[config.mk]
export PLATFORM = sky130hd
export DESIGN_NAME = ifetch_unit
export DESIGN_NICKNAME = d
export VERILOG_FILES = /design/src/rtl/cpu_pkg.sv /design/src/rtl/next_pc_calc.sv /design/src/rtl/ifetch_unit.sv
export SDC_FILE = /design/constraint.sdc
export NUM_CORES = 1
export LEC_CHECK = 0
export CORE_ASPECT_RATIO = 1.5
export CORE_MARGIN = 3
export CORE_UTILIZATION = 25
export DETAILED_ROUTE_END_ITERATION = 8
export DONT_BUFFER_PORTS = 1
export PLACE_DENSITY_LB_ADDON = 0.15
export SKIP_LAST_GASP = 1
export SYNTH_ARGS = -nofsm -noshare
export SYNTH_HDL_FRONTEND = slang
export SYNTH_SLANG_ARGS = --single-unit
[constraint.sdc]
create_clock -name clk -period 5.4 [get_ports clk]
set_clock_uncertainty 0.1 [all_clocks]
set_input_delay 1.08 -clock clk [delete_from_list [all_inputs] [get_ports clk]]
set_output_delay 1.08 -clock clk [all_outputs]
set_load 0.01 [all_outputs]
[src/rtl/cpu_pkg.sv]
// rtl/cpu_pkg.sv - shared types and constants for the MIPS-subset CPU
//
// Purpose: fetch FSM state encoding, PC increment and instruction field
//          positions used by ifetch_unit and next_pc_calc.
// Ports:   none (package).
package cpu_pkg;

  typedef enum logic [1:0] {
    IDLE  = 2'd0,
    FETCH = 2'd1,
    HOLD  = 2'd2,
    HALT  = 2'd3
  } ifetch_state_t;

  localparam logic [31:0] PC_INCR = 32'd4;

  // Instruction field positions
  localparam int TARGET_MSB = 25;
  localparam int TARGET_LSB = 0;
  localparam int IMM_MSB    = 15;
  localparam int IMM_LSB    = 0;
  localparam int OP_MSB     = 31;
  localparam int OP_LSB     = 26;

endpackage

[src/rtl/next_pc_calc.sv]
// rtl/next_pc_calc.sv - combinational next-PC selection for the fetch stage
//
// Purpose: computes pc_plus4 of the held instruction and the next fetch
//          address (jump > taken branch > sequential).
// Ports:
//   ir           in  32  held instruction word
//   ir_pc        in  32  address of ir
//   jump         in  1   retiring instruction is J/JAL
//   branch_taken in  1   retiring branch condition holds
//   pc_plus4     out 32  ir_pc + 4 (wraps mod 2^32)
//   next_pc      out 32  selected next fetch address (raw, unmasked)
//   misaligned   out 1   next_pc[1:0] != 0
module next_pc_calc
  import cpu_pkg::*;
(
  input  logic [31:0] ir,
  input  logic [31:0] ir_pc,
  input  logic        jump,
  input  logic        branch_taken,
  output logic [31:0] pc_plus4,
  output logic [31:0] next_pc,
  output logic        misaligned
);

  logic [31:0] jump_target;
  logic [31:0] br_offset;
  logic [31:0] branch_target;
  logic [5:0]  unused_op;

  assign pc_plus4      = ir_pc + PC_INCR;
  // Jump stays within the 256 MB region of the instruction after the jump.
  assign jump_target   = {pc_plus4[31:28], ir[TARGET_MSB:TARGET_LSB], 2'b00};
  assign br_offset     = {{14{ir[IMM_MSB]}}, ir[IMM_MSB:IMM_LSB], 2'b00};
  assign branch_target = pc_plus4 + br_offset;
  assign unused_op     = ir[OP_MSB:OP_LSB];

  always_comb begin
    next_pc = pc_plus4;
    if (jump) begin
      next_pc = jump_target;
    end else if (branch_taken) begin
      next_pc = branch_target;
    end
  end

  assign misaligned = |next_pc[1:0];

endmodule

[src/rtl/ifetch_unit.sv]
// rtl/ifetch_unit.sv - instruction fetch stage: PC, imem handshake, ir register
//
// Purpose: holds the PC, fetches one word per request (one outstanding at a
//          time), presents it as ir and advances the PC when ir retires.
// Optional feature macro: IFETCH_ALIGN_CHECK_EN (misaligned next PC -> HALT,
//          sticky fetch_err). Without it the low PC bits are forced to 0.
// Ports:
//   clk, rst_n        clock, asynchronous active-low reset
//   imem_req/addr     out  fetch request (held until ack) and word address
//   imem_ack/rdata    in   accept strobe and instruction word (same cycle)
//   ir, ir_valid      out  held instruction and its valid flag
//   ir_ready          in   downstream retires ir this cycle
//   pc_plus4          out  address of ir + 4
//   jump/branch_taken in   redirect controls, sampled on retire only
//   fetch_err         out  sticky misaligned-target flag
module ifetch_unit
  import cpu_pkg::*;
#(
  parameter logic [31:0] RESET_PC = 32'h0000_0000
) (
  input  logic        clk,
  input  logic        rst_n,
  output logic        imem_req,
  output logic [31:0] imem_addr,
  input  logic        imem_ack,
  input  logic [31:0] imem_rdata,
  output logic [31:0] ir,
  output logic        ir_valid,
  input  logic        ir_ready,
  output logic [31:0] pc_plus4,
  input  logic        jump,
  input  logic        branch_taken,
  output logic        fetch_err
);

  ifetch_state_t state, state_d;
  logic [31:0]   pc;
  logic [31:0]   ir_pc;
  logic [31:0]   next_pc;
  logic [31:0]   pc_load_val;
  logic          misaligned;
  logic          load_pc;
  logic          take_ir;

  next_pc_calc u_next_pc (
    .ir           (ir),
    .ir_pc        (ir_pc),
    .jump         (jump),
    .branch_taken (branch_taken),
    .pc_plus4     (pc_plus4),
    .next_pc      (next_pc),
    .misaligned   (misaligned)
  );

`ifdef IFETCH_ALIGN_CHECK_EN
  logic set_err;
  assign pc_load_val = next_pc;
`else
  logic unused_align;
  assign pc_load_val  = {next_pc[31:2], 2'b00};
  assign unused_align = ^{misaligned, next_pc[1:0]};
`endif

  always_comb begin
    state_d = state;
    load_pc = 1'b0;
    take_ir = 1'b0;
`ifdef IFETCH_ALIGN_CHECK_EN
    set_err = 1'b0;
`endif
    case (state)
      IDLE: state_d = FETCH;
      FETCH: begin
        if (imem_ack) begin
          take_ir = 1'b1;
          state_d = HOLD;
        end
      end
      HOLD: begin
        if (ir_ready) begin
`ifdef IFETCH_ALIGN_CHECK_EN
          if (misaligned) begin
            set_err = 1'b1;
            state_d = HALT;
          end else begin
            load_pc = 1'b1;
            state_d = FETCH;
          end
`else
          load_pc = 1'b1;
          state_d = FETCH;
`endif
        end
      end
`ifdef IFETCH_ALIGN_CHECK_EN
      HALT: state_d = HALT;
`endif
      default: state_d = IDLE;
    endcase
  end

  always_ff @(posedge clk or negedge rst_n) begin
    if (!rst_n) begin
      state <= IDLE;
      pc    <= RESET_PC;
      ir    <= 32'd0;
      ir_pc <= RESET_PC;
    end else begin
      state <= state_d;
      if (load_pc) begin
        pc <= pc_load_val;
      end
      if (take_ir) begin
        ir    <= imem_rdata;
        ir_pc <= pc;
      end
    end
  end

`ifdef IFETCH_ALIGN_CHECK_EN
  always_ff @(posedge clk or negedge rst_n) begin
    if (!rst_n) begin
      fetch_err <= 1'b0;
    end else if (set_err) begin
      fetch_err <= 1'b1;
    end
  end
`else
  assign fetch_err = 1'b0;
`endif

  // Decoded from registered state/pc only: no input-to-output paths.
  assign imem_req  = (state == FETCH);
  assign imem_addr = pc;
  assign ir_valid  = (state == HOLD);

endmodule

# Yosys cells after proc, flatten, opt, wreduce, memory -nomap -nowiden

Cells that the tools add are included.

Output and inout bits: 99
Register bits after elaboration: 94
Word-level logic and storage cells: 21

Multiplexer cells: 9
Equal/unequal tests: 4
Reductions and logical operators: 2
Add/sub/neg operators: 2

Operator list:

| cell                    | count |
|---|---|
| $mux W32                | 2 |
| $add A32 B3 Y32 const B | 1 |
| $add A32 B32 Y32        | 1 |
| $pmux W2 S3             | 1 |
| $mux W1                 | 4 |
| $mux W2                 | 2 |
| $ne A2 B1 Y1 const B    | 2 |
| $eq A2 B1 Y1 const B    | 1 |
| $eq A2 B2 Y1 const B    | 1 |
| $logic_not A2 Y1        | 1 |
| $reduce_and A2 Y1       | 1 |

# Longest topological paths before layout

Depth after elaboration: 4
Mapped depth: 17
Depth with buffers taken out: 15

# Cells and area by module

From an unflattened synthesis, not the netlist that was laid out.

Cells, all modules: 601
Area, all modules: 6,487.5 um2

Modules (own cells, without submodules):

| module       | times used | area each (um2) | cells each |
|---|---|---|---|
| ifetch_unit  | 1          | 3,834.9         | 208 |
| next_pc_calc | 1          | 2,652.5         | 393 |

# Worst setup path after synthesis

OpenSTA, ideal clock, no wires.

Path type: register -> register
Start: register ir_pc[2]
End: register pc[31], in the netlist imem_addr[31]
Buffers on the path: 1
Data arrival time: 3.647 ns
Stages on the path, launching flop included: 15
Path slack: 1.558 ns
Library setup time: 0.095 ns
Clock period less this slack: 3.842 ns
Cell sequence: dfrtp_1 -> ha_1 -> nand2_1 -> or3_1 -> buf_6 -> or4_4 -> xnor2_1 -> ha_1 -> a21o_1 -> a211o_1 -> o2111ai_1 -> nand2_1 -> or3_1 -> and4_1 -> o31ai_1

Longest elaborated chain between the ends: 4

Ends and longest elaborated chain:

| what                   | line               | text |
|---|---|---|
| from (decl)            | ifetch_unit.sv:38  | `logic [31:0] ir_pc;` |
| from (signal assigned) | ifetch_unit.sv:115 | `ir_pc <= pc;` |
| $add A32 B3 Y32        | next_pc_calc.sv:30 | `assign pc_plus4 = ir_pc + PC_INCR;` |
| named net pc_plus4[28] | ifetch_unit.sv:30  | `output logic [31:0] pc_plus4,` |
| $add A32 B32 Y32       | next_pc_calc.sv:34 | `assign branch_target = pc_plus4 + br_offset;` |
| $mux W32               | next_pc_calc.sv:41 | `end else if (branch_taken) begin` |
| $mux W32               | next_pc_calc.sv:39 | `if (jump) begin` |
| to (signal assigned)   | ifetch_unit.sv:111 | `pc <= pc_load_val;` |
| to (decl)              | ifetch_unit.sv:37  | `logic [31:0] pc;` |

The timed path passes the listed nets, and every way through them passes these cells.
A chain may end at the register's enable or synchronous reset.

# Worst setup path in the final report

Same ends and word-level chain as after synthesis.

==> qor.csv <==
metric,value,unit
fin_area,6890,um2
slew_headroom,34.6,%
grt_pass1_wl,32100,um
path_clk_slew,0.07,ns
tightest_slew,0.977,ns
powerDensity,756,nW/um2
via_count,4913,
clock-sinks,94,
yosysUniqueCellTypes,65,
required,5.56,ns
netlist.area_leader.share,37.6,%
cap_violations,0,
clock_latency,0.36,ns
post-dp-hpwl,16700,um
fmax,209,MHz
worstRegToRegCells,15,
syn_to_final_growth,10.2,%
fin_crit_sh,88.7,%
netlist_instances,655,
die_area,27000,um2
yosys_warnings,0,
min_path_type,in2async,
cts_buffers,9,
synth_enable_flop_cells,0,
critPathLaunchType,flip-flop,
rr_startpoint,ir_pc[2]$_DFFE_PN0P_,
syn_area_per_cell,9.54,um2
start_util,25.5,%
drt_wl_total,21300,um
cp-end-kind,flip-flop,
io_buffers,0,
vias_per_cell,5.02,
ir_worst_vdd,0.181,mV
async_flop_share,100,%
holdWs,0.306,ns
seq_area_frac_synth,37.6,%
drt-initial-drc-count,255,
cts_tree,done,
fin_crit,4.79,ns
status,"complete, no violations",
antennaDiodeCount,0,
drive_gt1_share,15.0,%
grt_max_degree,95,
yosysTopAreaCell,dfrtp_1,
cp_max_fo,8,
cellLeakagePower,2.90,nW
yosysMostFrequentCell,dfrtp_1,
yosys-top-cells-count,"94 x dfrtp_1, 66 x nand2_1, 63 x mux2_2",
fin_setup_tns,0,ns
fill_cells,2630,
r2r-end,imem_addr[31]$_DFFE_PN0P_,
drc,0,
hold_buffers,0,
cts_resized,0,
pin_count,137,
clockRootBuffer,clkbuf_16,
post_drt_wl_per_cell,21.8,um
synth.area.top_cells,"dfrtp_1 38%, mux2_2 11%, ha_1 7.2%",
grt_pass1_vias,5207,
die_y,200,um
cp.arrival,4.95,ns
slew_viol_final,0,
clock_path_buffers,2,
place_congestion,0.879,
synth_flop_cell,dfrtp_1,
postCtsSetupRepairBufs,0,
hold_viol,0,
htreeDepth,3,
core_area,24500,um2
fp.dieW,135,um
nets,725,
r2r_slack,0.61,ns
gr-total-overflow,0,
worstSetupPathType,reg2reg,
grtUsageTotal,15.9,%
dr.pass1.iters,4,
synth-seq-cells,94,
grt_setup_unrepaired,no,
antenna_found_initial,0,
setup_viol,0,
final_antenna_net_count,0,
rows,70,
syn_area,6250,um2
place_area,6590,um2
report_power, final:
group	leakage (nW)	switching, mW	internal (mW)	total [mW]
Combinational	1.62	1.70	1.22	2.92
Clock	0.142	0.293	0.372	0.665
Sequential	1.13	0.579	1.04	1.62
placed cells by master, fill, tap and decap left out, drive strengths merged, types with 8 or more instances in the layout:
master  count
a211oi      9
a21o       14
a21oi      44
and2        8
buf        11
clkbuf     11
dfrtp      94
ha         36
inv        14
mux2       63
mux2i       8
nand2      66
nand3      11
nand4       9
nor2       53
nor3       13
o21ai      41
xnor2      22
xor2       26
state kept, by name, indices dropped and copies added (netlist names):
signal,cells
state,2
imem_addr,30
ir_pc,30
ir,32
stage by stage:
stage,util [%],total power [mW],setup slack (ns),instances
floorplan,-,3.69,1.56,659
global placement,26.9,4.59,0.546,963
detailed placement,26.9,4.58,0.533,963
CTS,28.1,5.27,0.510,979
global route,28.1,5.65,0.366,979
finish,28.1,5.21,0.609,979
final cells by class:
cell class	count	area (um2)	share of cell area [%]
inverters	15	56.3	0.817
well taps	324	405	5.88
repair buffers	11	82.6	1.20
clock inverters	5	58.8	0.853
clock buffers	11	243	3.52
flip-flops and latches	94	2350	34.1
multi-input cells	519	3690	53.6
worst max-delay path by stage:
stage | from | to | slack [ns] | cells past startpoint
6_report | ir_pc[2]$_DFFE_PN0P_ | imem_addr[31]$_DFFE_PN0P_ | 0.61 | 15
4_1_cts | ir_pc[2]$_DFFE_PN0P_ | imem_addr[31]$_DFFE_PN0P_ | 0.51 | 15
2_1_floorplan | ir_pc[2]$_DFFE_PN0P_ | imem_addr[31]$_DFFE_PN0P_ | 1.56 | 14
3_5_place_dp | ir_pc[2]$_DFFE_PN0P_ | imem_addr[31]$_DFFE_PN0P_ | 0.53 | 15
5_1_grt | ir_pc[2]$_DFFE_PN0P_ | imem_addr[31]$_DFFE_PN0P_ | 0.37 | 15
3_3_place_gp | ir_pc[2]$_DFFE_PN0P_ | imem_addr[31]$_DFFE_PN0P_ | 0.55 | 15
layer usage:
metal	vias to the layer above	wire length [um]	global-route usage (%)	share of wire, %
met5	-	0	0	0
li1	2360	-	-	-
met4	0	398	5.30	1.9
met2	108	11700	29.7	55
met3	16	1210	4.56	5.7
met1	2429	8020	17.0	38
cell families after synthesis:
group                    synth area share [%]
buffers and inverters                    3.52
flip-flops                               37.6
multiplexers                             12.6
adder cells (fa/ha/maj)                  7.53
other                                  0.0600
XOR/XNOR                                 6.85
AO/OA/AOI/OAI                            17.4
AND/OR/NAND/NOR                          14.4
worst max-delay path, stage by stage, from the launching register on:
cell	delay [ns]
dfrtp_1	0.44
ha_1	0.23
nand2_1	0.08
or3_1	0.57
nor2_1	0.31
nand2_1	0.11
xnor2_1	0.58
ha_1	0.40
nand3_1	0.15
nor2_1	0.28
and3_1	0.30
nand2_1	0.08
nor3_1	0.37
o21ai_0	0.18
and4_1	0.27
o31ai_1	0.23
Power figures use the tool's default switching activity.
